===== src/rtl/cfu_sha_sigma.sv =====
// cfu_sha_sigma: pipelined SHA-256/SHA-512 sigma CFU with a valid/ready handshake.
// Optional macro CFU_SHA_SIGMA_ID_EN adds a 4-bit request ID carried alongside each result.
module cfu_sha_sigma #(
    parameter int DATA_WIDTH = 32,
    parameter int LATENCY    = 1
) (
    input  logic                  clk,
    input  logic                  rst,
    input  logic                  req_valid,
    output logic                  req_ready,
    input  logic [1:0]            req_func,
    input  logic [DATA_WIDTH-1:0] req_data,
`ifdef CFU_SHA_SIGMA_ID_EN
    input  logic [3:0]            req_id,
    output logic [3:0]            resp_id,
`endif
    output logic                  resp_valid,
    input  logic                  resp_ready,
    output logic [DATA_WIDTH-1:0] resp_data
);

    if (DATA_WIDTH != 32 && DATA_WIDTH != 64) begin : g_bad_width
        $error("cfu_sha_sigma: DATA_WIDTH must be 32 or 64");
    end
    if (LATENCY < 1 || LATENCY > 4) begin : g_bad_latency
        $error("cfu_sha_sigma: LATENCY must be in 1..4");
    end

    // The third term of sig0/sig1 is a logical shift; for Sum0/Sum1 it is a rotate.
    localparam bit WIDE = (DATA_WIDTH == 64);
    localparam int S0A = WIDE ? 1  : 7;
    localparam int S0B = WIDE ? 8  : 18;
    localparam int S0C = WIDE ? 7  : 3;
    localparam int S1A = WIDE ? 19 : 17;
    localparam int S1B = WIDE ? 61 : 19;
    localparam int S1C = WIDE ? 6  : 10;
    localparam int B0A = WIDE ? 28 : 2;
    localparam int B0B = WIDE ? 34 : 13;
    localparam int B0C = WIDE ? 39 : 22;
    localparam int B1A = WIDE ? 14 : 6;
    localparam int B1B = WIDE ? 18 : 11;
    localparam int B1C = WIDE ? 41 : 25;

    function automatic logic [DATA_WIDTH-1:0] ror(input logic [DATA_WIDTH-1:0] x, input int n);
        return (x >> n) | (x << (DATA_WIDTH - n));
    endfunction

    logic [DATA_WIDTH-1:0] sigma;
    logic                  stage_valid [LATENCY];
    logic [DATA_WIDTH-1:0] stage_data  [LATENCY];
    logic                  adv;

    always_comb begin
        sigma = '0;
        case (req_func)
            2'd0: sigma = ror(req_data, S0A) ^ ror(req_data, S0B) ^ (req_data >> S0C);
            2'd1: sigma = ror(req_data, S1A) ^ ror(req_data, S1B) ^ (req_data >> S1C);
            2'd2: sigma = ror(req_data, B0A) ^ ror(req_data, B0B) ^ ror(req_data, B0C);
            2'd3: sigma = ror(req_data, B1A) ^ ror(req_data, B1B) ^ ror(req_data, B1C);
            default: sigma = '0;
        endcase
    end

    // Single global stall: every stage moves only when the output slot can drain.
    assign adv        = !stage_valid[LATENCY-1] || resp_ready;
    assign req_ready  = adv;
    assign resp_valid = stage_valid[LATENCY-1];
    assign resp_data  = stage_data[LATENCY-1];

    always_ff @(posedge clk or posedge rst) begin
        if (rst) begin
            for (int i = 0; i < LATENCY; i++) begin
                stage_valid[i] <= 1'b0;
                stage_data[i]  <= '0;
            end
        end else if (adv) begin
            stage_valid[0] <= req_valid;
            if (req_valid) begin
                stage_data[0] <= sigma;
            end
            for (int i = 1; i < LATENCY; i++) begin
                stage_valid[i] <= stage_valid[i-1];
                if (stage_valid[i-1]) begin
                    stage_data[i] <= stage_data[i-1];
                end
            end
        end
    end

`ifdef CFU_SHA_SIGMA_ID_EN
    logic [3:0] stage_id [LATENCY];

    assign resp_id = stage_id[LATENCY-1];

    always_ff @(posedge clk or posedge rst) begin
        if (rst) begin
            for (int i = 0; i < LATENCY; i++) begin
                stage_id[i] <= '0;
            end
        end else if (adv) begin
            if (req_valid) begin
                stage_id[0] <= req_id;
            end
            for (int i = 1; i < LATENCY; i++) begin
                if (stage_valid[i-1]) begin
                    stage_id[i] <= stage_id[i-1];
                end
            end
        end
    end
`endif

endmodule


===== config.mk =====
export PLATFORM = sky130hd
export DESIGN_NAME = cfu_sha_sigma
export DESIGN_NICKNAME = d
export VERILOG_FILES = /design/src/rtl/cfu_sha_sigma.sv
export SDC_FILE = /design/constraint.sdc
export NUM_CORES = 1
export LEC_CHECK = 0
export CAP_MARGIN = 20
export CORE_UTILIZATION = 60
export DETAILED_ROUTE_END_ITERATION = 7
export PLACE_DENSITY = 0.89
export SKIP_LAST_GASP = 1
export SYNTH_ARGS = -nofsm -noshare
export SYNTH_HDL_FRONTEND = slang
export SYNTH_SLANG_ARGS = --single-unit
export TNS_END_PERCENT = 50

===== constraint.sdc =====
create_clock -name clk -period 2.7 [get_ports clk]
set_clock_uncertainty 0.15 [all_clocks]
set_input_delay 0.54 -clock clk [delete_from_list [all_inputs] [get_ports clk]]
set_output_delay 0.54 -clock clk [all_outputs]
set_load 0.01 [all_outputs]

==> out/results.ini, run 1 <==
[run_status]
status=finished clean

[finish]
fillers=487
drive_above_1_share_pct=13.7
syn_to_final_growth_pct=26.2
final_area_mm2=0.00546
nets=591
n_antenna_cell=0
fin_cells=650

[drt]
vias=3902
drt_iter0_drc=350
ant_nets=0
drtPass1Iterations=5
totalWireLength_mm=13.6
vias_per_cell=6.00
routedWlPerCell_um=20.9
drc=0

[timing]
hold_viol=0
period_minus_slack_ps=2370
fin_crit_sh_pct=87.9
fin_tns_setup_ps=0
setup_viol=0
worstMarginPinSlew_ps=745
max_freq_mhz=421
rsz0062_at_grt=false
slew_violations=0
max-slew-margin-rel_pct=50.2

[floorplan]
die_w_um=86.9
num_io_pins=72
initial_core_util_pct=63.0
dieHeight_um=86.9
placementRows=30
core_area_mm2=0.00687
dieArea_mm2=0.00756

[global_route]
grt_pass1_vias=3820
grt_max_degree=65
gr-usage-all-layers_pct=38.7
grt_pass1_wl_mm=21.4
grt_overflow=0
antenna_found_initial=0

[synth]
synth.area.top_cells=xnor2_1 (37%), dfrtp_1 (19%), xnor3_1 (11%)
netlist_area_mm2=0.00433
synthArstFlopShare_pct=100
yosys_most_used_dff=dfrtp_1
ys_types=24
synth-adder-area-share_pct=0
synth-seq-area-share_pct=19.1
synthCells=470
synthSimpleGateAreaFrac_pct=6.82
ys_top_cells_by_count=xnor2_1 (184), nand2_1 (34), dfrtp_1 (33), nor2_1 (33)
yosys.area.top_type=xnor2_1
ys_seq_elements=33
yosysMostFrequentCell=xnor2_1
synth_top_family_by_area=XOR/XNOR gates
yosys_warnings=0
synth_top_area_share_pct=37.2
synth.net_count=508
synth_edf_count=0
synth_compound_area_share_pct=15.8
syn_avg_cell_area_um2=9.21
yosys.area_share.xor_xnor_pct=48.8
synthMuxAreaShare_pct=0.607

[critical_path]
cp_max_fo=35
worstPathRequired_ps=2740
max_stage_delay_ps=630
cp-end-kind=flip-flop
path_delay_family=buffers and inverters
cp.arrival_ps=2410
slowest_stage=nor2b_1
critical_path_buf_inv_count=2
critPathLaunchType=input port
crit_type=input port to flip-flop
path_cells=clkdlybuf4s50_1 -> buf_12 -> nor2b_1 -> a221oi_1 -> o31ai_1

[power]
p_int_mw=1.49
worst_ir_drop_vdd_mv=0.226
p_sw_mw=0.827
power_frac_comb_pct=53.9
swShare_pct=35.8
p_per_area_mw_per_mm2=424
power.leakage_nw=2.14
seq_power_share_pct=27.4
pwr-share-clk_pct=18.7

[clocking]
postCtsHoldBufs=0
clkSinkCount=33
post_cts_buffers=0
clock_path_buffers=2
cts-buffers-inserted=5
post_cts_resized=0
clock-root-buffer=clkbuf_8
clkLatencyLatePin_ps=290
cts.htree.levels=2
cts_tree=done
path_clk_slew_ps=70

[placement]
hpwl_mm=9.94
io_buffers=71
place_congestion=0.976
dp.cells=642
dpl-instance-area_mm2=0.00536

[worst_hold_path]
hold_class=flip-flop to flip-flop

[flow_run]
drv_cap=0

[power groups by stage]
| stage | Clock [mW] | Combinational [mW] | Sequential, mW |
|---|---|---|---|
| detailed placement | 0 | 1.23 | 0.644 |
| finish | 0.432 | 1.25 | 0.635 |
| CTS | 0.430 | 1.24 | 0.635 |
| global route | 0.444 | 1.33 | 0.643 |
| global placement | 0 | 1.22 | 0.638 |
| floorplan | 0 | 0.740 | 0.682 |
[path summary, 6_finish.rpt]
kind | slack, ps | endpoint | cells after the start | start
max | 330 | resp_data[25]$_DFFE_PP0P_ | 5 | req_func[1]
min | 330 | resp_data[29]$_DFFE_PP0P_ | 2 | resp_data[29]$_DFFE_PP0P_
max reg2reg | 1330 | resp_data[12]$_DFFE_PP0P_ | 4 | resp_valid$_DFFE_PP0N_
min reg2reg | 330 | resp_data[29]$_DFFE_PP0P_ | 2 | resp_data[29]$_DFFE_PP0P_
max in group asynchronous | 1570 | resp_data[11]$_DFFE_PP0P_ | 3 | rst
min in group asynchronous | 500 | resp_data[28]$_DFFE_PP0P_ | 3 | rst
[layout make-up]
type                    instances  area, um2  share of cell area [%]
flip-flops and latches         33        826                    15.1
inverters                       2       7.51                   0.137
repair buffers                133       1290                    23.6
multi-input cells             378       3120                    57.1
clock buffers                   7       96.3                    1.76
well taps                      96        120                    2.20
clock inverters                 1       5.00                  0.0917
[flip-flops by register name, summed over array words and instances (netlist names)]
name,count
resp_data,32
resp_valid,1
[logic make-up (layout without fill, tap and decap cells)]
family / after synthesis / in the layout
flops: 33 / 33
simple gates: 74 / 74
buf+inv: 59 / 143
mux: 2 / 2
xor+xnor: 208 / 208
compound gates: 94 / 94
[worst reg2reg max path, stage by stage (launching register included)]
cell and delay, ps:
dfrtp_1 380, nand2b_1 120, nand2_2 90, buf_12 200
o31ai_1 340
[stage by stage]
stage | setup WS [ps] | hold WS, ps | power, mW | utilization [%]
after floorplan | 816 | 367 | 1.42 | -
after global placement | 89.4 | 310 | 1.85 | 78.0
after detailed placement | 78.1 | 316 | 1.88 | 78.0
after CTS | 321 | 332 | 2.30 | 79.5
after global routing | 171 | 349 | 2.42 | 79.5
final | 326 | 327 | 2.31 | 79.5
[layout by cell type (no fill, tap or decap), types with 2 or more instances in the layout]
| cell type | synthesis | routed |
|---|---|---|
| a21oi_1 | 30 | 30 |
| a221oi_1 | 29 | 29 |
| a222oi_1 | 2 | 2 |
| buf_12 | 0 | 9 |
| buf_4 | 18 | 53 |
| clkbuf_8 | 0 | 7 |
| clkdlybuf4s50_1 | 0 | 71 |
| dfrtp_1 | 33 | 33 |
| inv_1 | 2 | 2 |
| nand2_1 | 34 | 33 |
| nand2b_1 | 3 | 3 |
| nor2_1 | 33 | 33 |
| nor2b_1 | 2 | 2 |
| o31ai_1 | 30 | 30 |
| o31ai_2 | 2 | 2 |
| xnor2_1 | 184 | 184 |
| xnor3_1 | 21 | 21 |
| xor2_1 | 3 | 3 |
[metal layers]
| layer | vias up | global-route usage (%) | part of all wire, % |
|---|---|---|---|
| li1 | 1745 | - | - |
| met1 | 1866 | 52.3 | 39 |
| met2 | 258 | 63.9 | 48 |
| met3 | 33 | 6.16 | 10 |
| met4 | 0 | 11.5 | 2.2 |
| met5 | - | 0 | 0 |
(Power assumes the default switching activity.)
==> run 2: changes to the inputs <==
- GPL_TIMING_DRIVEN: unset -> 0
- SLEW_MARGIN: unset -> 20
==> run 2 against run 1 <==
Net effect: register-to-register slack worse by 310 ps; die area unchanged; sequential power about the same; first-iteration DRC count up 26%; clock power down 11%; sequential share of layout area up 1.0 points; cell count down 2.6%; wire length up 1.2%; highest routed layer unchanged; hold slack about the same; combinational power down 4%; largest power group unchanged.
==> out/results.ini, run 2 (same netlist as run 1, synthesis figures left out) <==
[timing]
rsz0062_at_grt=false  ; unchanged
period_minus_slack_ps=2470  ; was 2370 ps
fin_crit_sh_pct=91.4  ; was 87.9%
slew_violations=0  ; unchanged
worstMarginPinSlew_ps=727  ; was 745 ps
hold_viol=0  ; unchanged
max-slew-margin-rel_pct=51.4  ; was 50.2%
fin_tns_setup_ps=0  ; unchanged
setup_viol=0  ; unchanged
max_freq_mhz=405  ; was 421 MHz
whs_ps=327  ; about the same

[clocking]
post_cts_resized=0  ; unchanged
cts.htree.levels=2  ; unchanged
clkLatencyLatePin_ps=290  ; about the same
path_clk_slew_ps=70  ; about the same
clock_path_buffers=2  ; unchanged
postCtsHoldBufs=0  ; unchanged
cts-buffers-inserted=5  ; unchanged
clkSinkCount=33  ; unchanged
cts_tree=done  ; unchanged
post_cts_buffers=0  ; unchanged
clock-root-buffer=clkbuf_8  ; unchanged

[floorplan]
placementRows=30  ; unchanged
num_io_pins=72  ; unchanged
core_area_mm2=0.00687  ; unchanged
dieArea_mm2=0.00756  ; unchanged
dieHeight_um=86.9  ; unchanged
die_w_um=86.9  ; unchanged
initial_core_util_pct=63.0  ; unchanged

[finish]
final_area_mm2=0.00512  ; was 0.00546 mm2
fin_cells=633  ; was 650
mostFrequentLayoutCells=xnor2_1 (184), clkdlybuf4s50_1 (59), nand2_1 (34), nor2_1 (33), dfrtp_1 (33)  ; was xnor2_1 (184), clkdlybuf4s50_1 (71), buf_4 (53)
drive_above_1_share_pct=10.2  ; was 13.7%
fillers=536  ; was 487
nets=574  ; was 591
n_antenna_cell=0  ; unchanged
largest_register_ffs=32  ; unchanged
syn_to_final_growth_pct=18.3  ; was 26.2%
layout_commonest_cell=xnor2_1  ; unchanged

[critical_path]
cp-end-kind=flip-flop  ; unchanged
path_delay_family=buffers and inverters  ; unchanged
worstPathRequired_ps=2700  ; was 2740 ps
path_cells=clkdlybuf4s50_1 -> buf_2 -> nand2_1 -> mux2_2 -> a222oi_1 -> o31ai_1  ; was clkdlybuf4s50_1 -> buf_12 -> nor2b_1 -> a221oi_1 -> o31ai_1
cp_max_fo=10  ; was 35
ff2ff_path_depth=5  ; was 4
max_stage_delay_ps=590  ; was 630 ps
crit_cells=6  ; was 5
critical_path_buf_inv_count=2  ; unchanged
cp.arrival_ps=2470  ; was 2410 ps
r2r-end=resp_data[15]$_DFFE_PP0P_  ; was resp_data[12]$_DFFE_PP0P_
worstReg2RegStart=resp_valid$_DFFE_PP0N_  ; unchanged
crit_start=req_data[11]  ; was req_func[1]
crit_type=input port to flip-flop  ; unchanged
critPathLaunchType=input port  ; unchanged
slowest_stage=a222oi_1  ; was nor2b_1
r2r_slack_ps=1020  ; was 1330 ps

[drt]
vias_per_cell=6.18  ; was 6.00
totalWireLength_mm=13.8  ; was 13.6 mm
vias=3909  ; was 3,902
drc=0  ; unchanged
drt_iter0_drc=440  ; was 350
routedWlPerCell_um=21.8  ; was 20.9 um
ant_nets=0  ; unchanged
drtPass1Iterations=6  ; was 5

[worst_hold_path]
holdCritStartpoint=resp_data[8]$_DFFE_PP0P_  ; was resp_data[29]$_DFFE_PP0P_
holdPathEnd=resp_data[8]$_DFFE_PP0P_  ; was resp_data[29]$_DFFE_PP0P_
hold_class=flip-flop to flip-flop  ; unchanged
whs_path_depth=2  ; unchanged

[global_route]
grt_pass1_vias=3851  ; was 3,820
antenna_found_initial=0  ; unchanged
gr-usage-all-layers_pct=38.0  ; was 38.7%
grt_pass1_wl_mm=21.0  ; was 21.4 mm
grt_overflow=0  ; unchanged
grt_max_degree=34  ; was 65

[power]
power.leakage_nw=1.97  ; was 2.14 nW
p_int_mw=1.38  ; was 1.49 mW
seq_power_share_pct=28.6  ; was 27.4%
pwr-share-clk_pct=17.3  ; was 18.7%
worst_ir_drop_vdd_mv=0.208  ; was 0.226 mV
p_sw_mw=0.833  ; was 0.827 mW
p_per_area_mw_per_mm2=433  ; was 424 mW/mm2
power_mw=2.22  ; was 2.31 mW
power_frac_comb_pct=54.2  ; was 53.9%
swShare_pct=37.6  ; was 35.8%

[placement]
hpwl_mm=9.69  ; was 9.94 mm
dpl-instance-area_mm2=0.00504  ; was 0.00536 mm2
place_congestion=0.973  ; was 0.976
io_buffers=59  ; was 71
dp.cells=625  ; was 642

[run_status]
status=finished clean  ; unchanged

[flow_run]
drv_cap=0  ; unchanged

-- run 2: worst max path at each step --
| stage | to | slack [ps] |
|---|---|---|
| 6_report | resp_data[21]$_DFFE_PP0P_ | 230 |
| 5_1_grt | resp_data[9]$_DFFE_PP0P_ | 200 |
| 4_1_cts | resp_data[9]$_DFFE_PP0P_ | 310 |
| 3_5_place_dp | resp_data[9]$_DFFE_PP0P_ | 3 |
| 3_3_place_gp | resp_data[9]$_DFFE_PP0P_ | 20 |
| 2_1_floorplan | resp_data[21]$_DFFE_PP0P_ | 820 |
-- run 2: metal layers --
metal	track usage [%]	share of wire, %	vias to the layer above
met5	0	0	-
met4	17.1	3.9	0
met3	8.15	12	69
met2	64.1	47	299
met1	46.6	37	1832
li1	-	-	1709
-- run 2: metrics by stage --
stage / utilization [%] / setup slack, ps
2_1_floorplan: - / 816
4_1_cts: 74.6 / 308
6_report: 74.6 / 233
3_3_place_gp: 73.4 / 23.0
3_5_place_dp: 73.4 / 3.49
5_1_grt: 74.6 / 196
-- run 2: final cells by class --
class / instances / area, um2 / share of cell area (%)
plain buffers: 57 / 380 / 7.43
clock buffers: 6 / 72.6 / 1.42
clock inverters: 2 / 10.0 / 0.195
inverters: 2 / 7.51 / 0.147
multi-input cells: 378 / 3110 / 60.8
flip-flops and latches: 33 / 826 / 16.1
well taps: 96 / 120 / 2.35
repair buffers: 59 / 591 / 11.5
-- run 2: tightest hold or removal path, cell delays in order, from the launching register on --
cell and delay, ps:
dfrtp_1 340, nand2_1 50, o31ai_1 50
-- run 2: power groups by stage --
stage	Combinational, mW	Clock [mW]	Sequential [mW]
2_1_floorplan	0.740	0	0.682
3_3_place_gp	1.15	0	0.635
3_5_place_dp	1.18	0	0.644
4_1_cts	1.18	0.377	0.634
5_1_grt	1.27	0.400	0.642
6_report	1.20	0.383	0.634
==> run 3: changes to the inputs <==
- CTS_CLUSTER_DIAMETER: unset -> 60
==> results of run 3 <==
Same layout as run 2: the final DEF is identical, and so are final timing and power.
